===== config.mk =====
export PLATFORM = sky130hd
export DESIGN_NAME = apb3_completer_regs_flat
export DESIGN_NICKNAME = d
export VERILOG_FILES = /design/src/rtl/renode_apb3_if.sv /design/src/rtl/apb3_completer_regs.sv /design/src/flat_wrapper.sv
export SDC_FILE = /design/constraint.sdc
export NUM_CORES = 1
export LEC_CHECK = 0
export BUFFER_PORTS_ARGS = -buffer_cell sky130_fd_sc_hd__buf_2
export CORE_MARGIN = 4
export CORE_UTILIZATION = 36
export CTS_BUF_LIST = sky130_fd_sc_hd__clkbuf_4 sky130_fd_sc_hd__clkbuf_8
export DETAILED_ROUTE_END_ITERATION = 12
export SLEW_MARGIN = 20
export SYNTH_ARGS = -nofsm -noshare
export SYNTH_HDL_FRONTEND = slang
export SYNTH_SLANG_ARGS = --single-unit

===== constraint.sdc =====
create_clock -name clk -period 5.45 [get_ports clk]
set_input_delay 1.09 -clock clk [delete_from_list [all_inputs] [get_ports clk]]
set_output_delay 1.09 -clock clk [all_outputs]
set_load 0.02 [all_outputs]

===== src/rtl/renode_apb3_if.sv =====
// APB3 bus bundle between a requester (master) and a completer (slave).
// The completer also originates presetn for the segment.
interface renode_apb3_if #(
    parameter int unsigned AddrW = 32,
    parameter int unsigned DataW = 32
);
    logic [AddrW-1:0] paddr;
    logic             pselx;
    logic             penable;
    logic             pwrite;
    logic [DataW-1:0] pwdata;
    logic [DataW-1:0] prdata;
    logic             pready;
    logic             pslverr;
    logic             presetn;

    modport master (
        output paddr, pselx, penable, pwrite, pwdata,
        input  prdata, pready, pslverr, presetn
    );

    modport slave (
        input  paddr, pselx, penable, pwrite, pwdata,
        output prdata, pready, pslverr, presetn
    );
endinterface


===== src/rtl/apb3_completer_regs.sv =====
// APB3 completer with a bank of 32-bit registers, decode/error response and
// optional wait states (compile-time macro APB3_COMPLETER_WAIT_EN).
module apb3_completer_regs #(
    parameter int unsigned AddressWidth = 20,
    parameter int unsigned DataWidth    = 32,
    parameter int unsigned RegCount     = 16,
    parameter logic [31:0] ResetValue   = 32'h0,
    parameter int unsigned WaitCycles   = 2
) (
    input  logic                clk,
    input  logic                rst,
    renode_apb3_if.slave        apb3,
    output logic [1:0]          dbg_state
);
    localparam int unsigned IdxW = (RegCount > 1) ? $clog2(RegCount) : 1;

    // Handshake: a transfer starts on an edge with pselx=1/penable=0 in IDLE,
    // and completes on the edge where pselx, penable and pready are all high.
    typedef enum logic [1:0] {
        IDLE = 2'd0,
`ifdef APB3_COMPLETER_WAIT_EN
        WAIT = 2'd1,
`endif
        RESP = 2'd2
    } state_t;

    state_t          state;
    logic            rst_q;
    logic [31:0]     regs [RegCount];
    logic            lat_legal;
    logic            lat_write;
    logic [31:0]     lat_wdata;
    logic [IdxW-1:0] lat_idx;
`ifdef APB3_COMPLETER_WAIT_EN
    logic [3:0]      wait_cnt;
    logic [31:0]     lat_rdata;
`endif

    logic [31:0]     index_ext;
    logic [IdxW-1:0] idx;
    logic            legal;
    logic            setup;
    logic [31:0]     rdata;
    logic            unused_ok;

    assign index_ext = 32'(apb3.paddr[AddressWidth-1:2]);
    assign idx       = index_ext[IdxW-1:0];
    assign legal     = (apb3.paddr[1:0] == 2'b00) && (index_ext < RegCount);
    assign setup     = apb3.pselx & ~apb3.penable;
    assign rdata     = legal ? regs[idx] : 32'h0;
    assign unused_ok = ^{apb3.paddr, 32'(DataWidth), 32'(WaitCycles)};

    assign apb3.presetn = ~rst_q;
    assign dbg_state    = state;

    always_ff @(posedge clk) begin
        rst_q <= rst;
        if (rst) begin
            state        <= IDLE;
            apb3.pready  <= 1'b0;
            apb3.pslverr <= 1'b0;
            apb3.prdata  <= 32'h0;
            lat_legal    <= 1'b0;
            lat_write    <= 1'b0;
            lat_wdata    <= 32'h0;
            lat_idx      <= '0;
`ifdef APB3_COMPLETER_WAIT_EN
            wait_cnt     <= 4'd0;
            lat_rdata    <= 32'h0;
`endif
            for (int i = 0; i < int'(RegCount); i++) begin
                regs[i] <= ResetValue;
            end
        end else begin
            case (state)
                IDLE: begin
                    if (setup) begin
                        lat_legal <= legal;
                        lat_write <= apb3.pwrite;
                        lat_wdata <= apb3.pwdata;
                        lat_idx   <= idx;
`ifdef APB3_COMPLETER_WAIT_EN
                        wait_cnt  <= 4'(WaitCycles);
                        if (WaitCycles == 0) begin
                            state        <= RESP;
                            apb3.pready  <= 1'b1;
                            apb3.pslverr <= ~legal;
                            apb3.prdata  <= rdata;
                        end else begin
                            state     <= WAIT;
                            lat_rdata <= rdata;
                        end
`else
                        state        <= RESP;
                        apb3.pready  <= 1'b1;
                        apb3.pslverr <= ~legal;
                        apb3.prdata  <= rdata;
`endif
                    end
                end
`ifdef APB3_COMPLETER_WAIT_EN
                WAIT: begin
                    if (!apb3.pselx) begin
                        state <= IDLE;
                    end else if (apb3.penable) begin
                        wait_cnt <= wait_cnt - 4'd1;
                        // Read data was captured at the setup edge.
                        if (wait_cnt == 4'd1) begin
                            state        <= RESP;
                            apb3.pready  <= 1'b1;
                            apb3.pslverr <= ~lat_legal;
                            apb3.prdata  <= lat_rdata;
                        end
                    end
                end
`endif
                RESP: begin
                    if (!apb3.pselx) begin
                        state        <= IDLE;
                        apb3.pready  <= 1'b0;
                        apb3.pslverr <= 1'b0;
                        apb3.prdata  <= 32'h0;
                    end else if (apb3.penable) begin
                        if (lat_legal && lat_write) begin
                            regs[lat_idx] <= lat_wdata;
                        end
                        state        <= IDLE;
                        apb3.pready  <= 1'b0;
                        apb3.pslverr <= 1'b0;
                        apb3.prdata  <= 32'h0;
                    end
                end
                default: begin
                    state <= IDLE;
                end
            endcase
        end
    end
endmodule


===== src/flat_wrapper.sv =====
// flat-port wrapper written by rule: the top's interface ports become plain ports
module apb3_completer_regs_flat 
#(
    parameter int unsigned AddressWidth = 20,
    parameter int unsigned DataWidth    = 32,
    parameter int unsigned RegCount     = 16,
    parameter logic [31:0] ResetValue   = 32'h0,
    parameter int unsigned WaitCycles   = 2
)
  (clk, rst, dbg_state, apb3_paddr, apb3_pselx, apb3_penable, apb3_pwrite, apb3_pwdata, apb3_prdata, apb3_pready, apb3_pslverr, apb3_presetn);
  renode_apb3_if apb3_i ();
  input  logic clk;
  input  logic rst;
  output logic [1:0] dbg_state;
  input wire logic [$bits(apb3_i.paddr)-1:0] apb3_paddr;
  input wire logic [$bits(apb3_i.pselx)-1:0] apb3_pselx;
  input wire logic [$bits(apb3_i.penable)-1:0] apb3_penable;
  input wire logic [$bits(apb3_i.pwrite)-1:0] apb3_pwrite;
  input wire logic [$bits(apb3_i.pwdata)-1:0] apb3_pwdata;
  output wire logic [$bits(apb3_i.prdata)-1:0] apb3_prdata;
  output wire logic [$bits(apb3_i.pready)-1:0] apb3_pready;
  output wire logic [$bits(apb3_i.pslverr)-1:0] apb3_pslverr;
  output wire logic [$bits(apb3_i.presetn)-1:0] apb3_presetn;
  assign apb3_i.paddr = apb3_paddr;
  assign apb3_i.pselx = apb3_pselx;
  assign apb3_i.penable = apb3_penable;
  assign apb3_i.pwrite = apb3_pwrite;
  assign apb3_i.pwdata = apb3_pwdata;
  assign apb3_prdata = apb3_i.prdata;
  assign apb3_pready = apb3_i.pready;
  assign apb3_pslverr = apb3_i.pslverr;
  assign apb3_presetn = apb3_i.presetn;
  apb3_completer_regs #(.AddressWidth(AddressWidth), .DataWidth(DataWidth), .RegCount(RegCount), .ResetValue(ResetValue), .WaitCycles(WaitCycles)) u_core (.clk(clk), .rst(rst), .apb3(apb3_i), .dbg_state(dbg_state));
endmodule

==> results.py, run 1 <==
metrics = {
    "detailed_routing": {
        "routed_wl_um": 69280,
        "first_iter_violations": 1221,
        "drc": 0,
        "routedWlPerCell_um": 23.58,
        "via_per_inst": 5.250,
        "firstDrtPassIters": 5,
        "ant_nets": 0,
        "num_vias": 15420,
    },
    "synthesis": {
        "yosysWarningCount": 0,
        "yosysUniqueCellTypes": 40,
        "yosysTopAreaCell": "edfxtp_1",
        "syn_area_um2": 26370,
        "synth_top_area_share": 0.5830,
        "syn-num-nets": 1920,
        "netlist_instances": 1850,
        "yosysSeqAreaShare": 0.6384,
        "synth_area_leaders": "edfxtp_1, and2_1, mux4_2",
        "syn_avg_cell_area_um2": 14.26,
        "synth_seq_cells": 585,
    },
    "global_routing": {
        "grt_max_degree": 78,
        "grt_pass1_wl_um": 102700,
        "track_usage": 0.1761,
        "grt_overflow": 0,
        "antenna_found_initial": 4,
        "grt_pass1_vias": 16070,
    },
    "floorplan": {
        "die_area_um2": 77650,
        "std_cell_rows": 98,
        "ios": 106,
        "die_x_um": 278.7,
        "core-area_um2": 72100,
        "start_util": 0.3658,
        "die_h_um": 278.7,
    },
    "placement": {
        "dp_cells": 2766,
        "dp_hpwl_um": 37890,
        "gp_congestion": 0.7403,
        "port_buffers": 92,
    },
    "finish": {
        "stdcell_count": 2938,
        "final_nets": 1981,
        "final_cell_mix": "and2_1, edfxtp_1, clkbuf_8, mux2i_1, buf_2",
        "final_common_cell": "and2_1",
        "drive_above_1_share": 0.2296,
        "syn_to_final_growth_pct": 12.45,
    },
    "pwr": {
        "pwr-share-comb": 0.070,
        "power.share.switching": 0.2361,
        "leakagePower_uw": 0.01096,
        "p_int_uw": 7366,
        "ir_worst_vdd_mv": 0.2264,
        "power.total_uw": 9643,
        "p_sw_uw": 2277,
        "powerDensity_nw_per_um2": 325.2,
        "seq_power_share": 0.534,
        "pwr-share-clk": 0.395,
    },
    "outcome": {
        "outcome": "finished, final reports clean",
    },
    "sta": {
        "slew_viol_final": 0,
        "finalClockSkew_ns": 0.02892,
        "tightest_slew_ns": 1.156,
        "rsz0062_at_grt": "no",
        "clock.fmax_ghz": 0.3084,
        "setup_viol": 0,
        "hold_violations": 0,
        "period_share": 0.5950,
        "setup-tns-final_ns": 0,
        "relSlewSlack": 0.2291,
        "fin_crit_ns": 3.243,
    },
    "critical_path": {
        "cp.required_ns": 5.77,
        "crit_type": "in2reg",
        "r2r_cells": 6,
        "cp-start-kind": "input pin",
        "crit_start": "rst",
        "cp_max_fo": 34,
        "crit_arrival_ns": 3.57,
        "r2r-end": "u_core.regs[3][29]$_SDFFCE_PN0P_",
        "r2r_start": "u_core.dbg_state[1]$_SDFFE_PP0P_",
        "ff2ff_setup_slack_ns": 2.24,
        "end_kind": "flop",
    },
    "clock_network": {
        "holdBufCountCts": 0,
        "post_cts_buffers": 0,
        "root_buffer": "clkbuf_8",
        "cts_buffers": 93,
        "tritoncts": "done",
        "cts.path.max_buffers": 3,
        "clock_sinks": 585,
        "post_cts_resized": 0,
        "path_clk_slew_ns": 0.06,
        "clk_latency_ns": 0.69,
        "htree_levels": 3,
    },
    "job": {
        "maxCapViolCount": 0,
    },
    "worst_hold_path": {
        "hold_class": "reg2reg",
        "hold_end": "u_core.lat_write$_SDFFE_PP0P_",
        "worstHoldStart": "u_core.lat_write$_SDFFE_PP0P_",
        "whs_path_depth": 2,
    },
}
kinds of logic (layout without fill, tap and decap cells):
group,count (synthesis),after routing,share of synthesized area
multiplexers,200,200,0.1083
AND/OR/NAND/NOR,737,737,0.1689
XOR/XNOR,1,1,0.0003322
other,1,3,0.0001422
adder cells (fa/ha/maj),1,1,0.0004744
flip-flops,585,585,0.6384
AO/OA/AOI/OAI,158,158,0.05646
buffers and inverters,167,303,0.02699
state kept, by name (all words and copies together), names as in the netlist:
signal / count
u_core.lat_write: 1
u_core.lat_idx: 4
u_core.rst_q: 1
u_core.apb3.pslverr: 1
u_core.lat_wdata: 32
u_core.dbg_state: 1
u_core.apb3.prdata: 32
u_core.lat_legal: 1
u_core.regs: 512
power by group through the flow:
stage          Sequential, µW  Clock [µW]  Combinational, µW
2_1_floorplan            5170           0                483
3_3_place_gp             5230           0                678
3_5_place_dp             5250           0                684
4_1_cts                  5160        3900                685
5_1_grt                  5180        4090                726
6_report                 5150        3810                677
area by class of cell:
type | instances | area, µm²
fill | 6589 | 42440
timing repair buffer | 130 | 788.3
inverter | 3 | 11.26
antenna | 2 | 5.005
sequential | 585 | 16840
clock buffer | 151 | 1809
clock inverter | 19 | 93.84
tap | 950 | 1189
multi-input combinational | 1098 | 8924
metal layers:
| layer | track usage | vias up | routed length, µm |
|---|---|---|---|
| met5 | 0 | - | 0 |
| met1 | 0.2239 | 7920 | 28410 |
| met4 | 0.05602 | 0 | 1573 |
| met2 | 0.3112 | 491 | 35250 |
| met3 | 0.02567 | 106 | 4040 |
| li1 | - | 6907 | - |
worst max-delay path, stage by stage:
cell and delay, ns:
buf_2 0.11, nor2b_1 0.25, nand4b_1 0.36, nor2_2 0.20, buf_4 0.47, or2_2 0.56
buf_4 0.45
synthesized netlist by cell type, drive strengths merged:
cell type,n
nor3b,32
nor2,53
inv,3
nand4,1
buf,48
o2111a,31
xor2,1
a22oi,1
a221oi,63
nand2b,5
and3b,31
nor2b,3
mux4,65
mux2i,103
a21oi,32
and4,1
edfxtp,512
clkbuf,116
a21o,31
ha,1
conb,1
dfxtp,73
nand3,1
or4,1
nand4b,2
and4b,1
nand2,66
mux2,32
nor3,6
or2,16
and2,513
nor4,5
through the flow:
step,instance area [µm²],worst slack [ns],hold slack (ns),utilization
global route,29650,2.124,0.5455,0.4113
CTS,29650,2.211,0.5056,0.4112
detailed placement,27750,1.472,0.4849,0.3848
global placement,27750,1.558,0.4798,0.3848
finish,29660,2.207,0.4983,0.4113
floorplan,26370,2.708,0.4521,-
how the worst max path moves through the flow:
stage                                               end  slack, ns  cells after the start
detailed placement  u_core.apb3.prdata[11]$_SDFFE_PP0P_       1.47                      6
floorplan              u_core.regs[15][0]$_SDFFCE_PN0P_       2.71                      4
global placement    u_core.apb3.prdata[17]$_SDFFE_PP0P_       1.56                      6
CTS                 u_core.apb3.prdata[11]$_SDFFE_PP0P_       2.21                      6
global route           u_core.regs[3][29]$_SDFFCE_PN0P_       2.12                      6
finish                 u_core.regs[3][29]$_SDFFCE_PN0P_       2.21                      7
No activity file was read; power rests on OpenSTA's default activity.
==> run 2, diff against run 1 <==
Clock period 5.45 ns to 2.9 ns, I/O delays scaled along.
==> results.py, run 2 (synthesis gave the netlist of run 1 again) <==
metrics = {
    "outcome": {
        "outcome": "finished, final reports clean",
    },
    "clock_network": {
        "clk_latency_ns": 0.70,
        "path_clk_slew_ns": 0.06,
        "post_cts_buffers": 0,
        "cts_buffers": 95,
        "root_buffer": "clkbuf_8",
        "clock_sinks": 585,
        "htree_levels": 3,
        "cts.path.max_buffers": 3,
        "holdBufCountCts": 0,
        "tritoncts": "done",
        "post_cts_resized": 0,
    },
    "global_routing": {
        "grt_overflow": 0,
        "grt_pass1_wl_um": 102900,
        "grt_pass1_vias": 16300,
        "track_usage": 0.1764,
        "antenna_found_initial": 6,
        "grt_max_degree": 51,
    },
    "sta": {
        "relSlewSlack": 0.5610,
        "tightest_slew_ns": 0.6576,
        "setup-tns-final_ns": 0,
        "clock.fmax_ghz": 0.4267,
        "period_share": 0.8082,
        "hold_violations": 0,
        "finalClockSkew_ns": 0.05296,
        "slew_viol_final": 0,
        "rsz0062_at_grt": "no",
        "setup_viol": 0,
        "fin_hold_ws_ns": 0.1194,
        "fin_crit_ns": 2.344,
    },
    "critical_path": {
        "r2r-end": "u_core.regs[4][12]$_SDFFCE_PN0P_",
        "cp_max_fo": 13,
        "crit_arrival_ns": 2.68,
        "path_cells": "and4_1, nand4b_1, nor3_2, or2_2, buf_4",
        "worst_path_max_delay_cell": "dfxtp_1",
        "r2r_start": "u_core.dbg_state[1]$_SDFFE_PP0P_",
        "cp-start-kind": "flop",
        "crit_type": "reg2reg",
        "end_kind": "flop",
        "r2r_cells": 5,
        "cp.required_ns": 3.24,
        "ff2ff_setup_slack_ns": 0.56,
        "slowest_delay_ns": 0.46,
    },
    "worst_hold_path": {
        "whs_path_depth": 3,
        "worstHoldStart": "apb3_pwdata[1]",
        "hold_class": "in2reg",
        "hold_end": "u_core.lat_wdata[1]$_SDFFE_PP0P_",
    },
    "placement": {
        "dp_cells": 2818,
        "port_buffers": 92,
        "dp_hpwl_um": 42740,
        "gp_congestion": 0.7905,
    },
    "detailed_routing": {
        "via_per_inst": 5.205,
        "num_vias": 15580,
        "ant_nets": 0,
        "routedWlPerCell_um": 23.06,
        "first_iter_violations": 1250,
        "drc": 0,
        "routed_wl_um": 69050,
        "firstDrtPassIters": 5,
    },
    "floorplan": {
        "std_cell_rows": 98,
        "start_util": 0.3658,
        "ios": 106,
        "die_x_um": 278.7,
        "die_area_um2": 77650,
        "die_h_um": 278.7,
        "core-area_um2": 72100,
    },
    "finish": {
        "largest_register_ffs": 512,
        "final_cell_mix": "and2_1, edfxtp_1, mux2i_1, clkbuf_8, buf_2",
        "regMostFlops": "u_core.regs",
        "nFillCells": 6525,
        "final_nets": 2035,
        "multi_input_area_um2": 8921,
        "final_common_cell": "and2_1",
        "syn_to_final_growth_pct": 14.39,
        "seqCellArea_um2": 16840,
        "stdcell_count": 2994,
        "drive_above_1_share": 0.2467,
        "largestRegisters": "u_core.regs x512, u_core.apb3.prdata x32, u_core.lat_wdata x32",
    },
    "pwr": {
        "powerDensity_nw_per_um2": 598.1,
        "ir_worst_vdd_mv": 0.3396,
        "leakagePower_uw": 0.01123,
    },
    "job": {
        "maxCapViolCount": 0,
    },
}
[run 2: changes by cell type in the layout (fill, tap and decap cells not counted), moves of 4 or more]
cell,previous run,this run
clkinvlp_4,0,4
buf_4,37,75
buf_12,2,16
clkbuf_8,109,100
clkinv_1,9,18
[run 2: worst max path at each step]
stage                                          start                                  end  slack, ns  cells after the start
floorplan                               apb3_penable     u_core.regs[15][0]$_SDFFCE_PN0P_       0.67                      4
global placement                       apb3_paddr[1]  u_core.apb3.prdata[24]$_SDFFE_PP0P_      -0.01                      8
detailed placement                     apb3_paddr[1]  u_core.apb3.prdata[24]$_SDFFE_PP0P_      -0.06                      8
CTS                 u_core.dbg_state[1]$_SDFFE_PP0P_     u_core.regs[1][13]$_SDFFCE_PN0P_       0.58                      5
global route        u_core.dbg_state[1]$_SDFFE_PP0P_     u_core.regs[2][17]$_SDFFCE_PN0P_       0.45                      5
finish              u_core.dbg_state[1]$_SDFFE_PP0P_     u_core.regs[4][12]$_SDFFCE_PN0P_       0.56                      5
[run 2: worst max-delay path: cells and delay by family (launching register included)]
kind	cells	cell delay, ns
buffers and inverters	1	0.27
AND/OR/NAND/NOR	4	1.26
flip-flops	1	0.46
[run 2: where the power goes]
part,switching [µW],internal [µW]
Sequential,263,9420
Combinational,820,555
Clock,3260,3720
Total,4350,13700
[run 2: final cells by class]
cell class                      count  area share
Multi-Input combinational cell   1098      0.2957
Clock inverter                     34    0.005848
Sequential cell                   585      0.5581
Timing Repair Buffer              182     0.04488
Inverter                            3   0.0003733
Tap cell                          950     0.03940
Clock buffer                      141     0.05562
Antenna cell                        1  0.00008295
[run 2: per-stage QoR]
step           total power [µW]  utilization  setup slack, ns  area (µm²)
2_1_floorplan             10620            -           0.6679       26370
3_3_place_gp              11210       0.3927        -0.009512       28310
3_5_place_dp              11250       0.3927         -0.05550       28310
4_1_cts                   18240       0.4184           0.5817       30170
5_1_grt                   18760       0.4184           0.4453       30170
6_report                  18040       0.4184           0.5563       30170
[run 2: metal layers]
metal | vias up | GRT usage | share of wire
li1 | 7023 | - | -
met1 | 7979 | 0.2161 | 0.41
met2 | 451 | 0.3122 | 0.51
met3 | 130 | 0.03152 | 0.055
met4 | 0 | 0.06499 | 0.030
met5 | - | 0 | 0
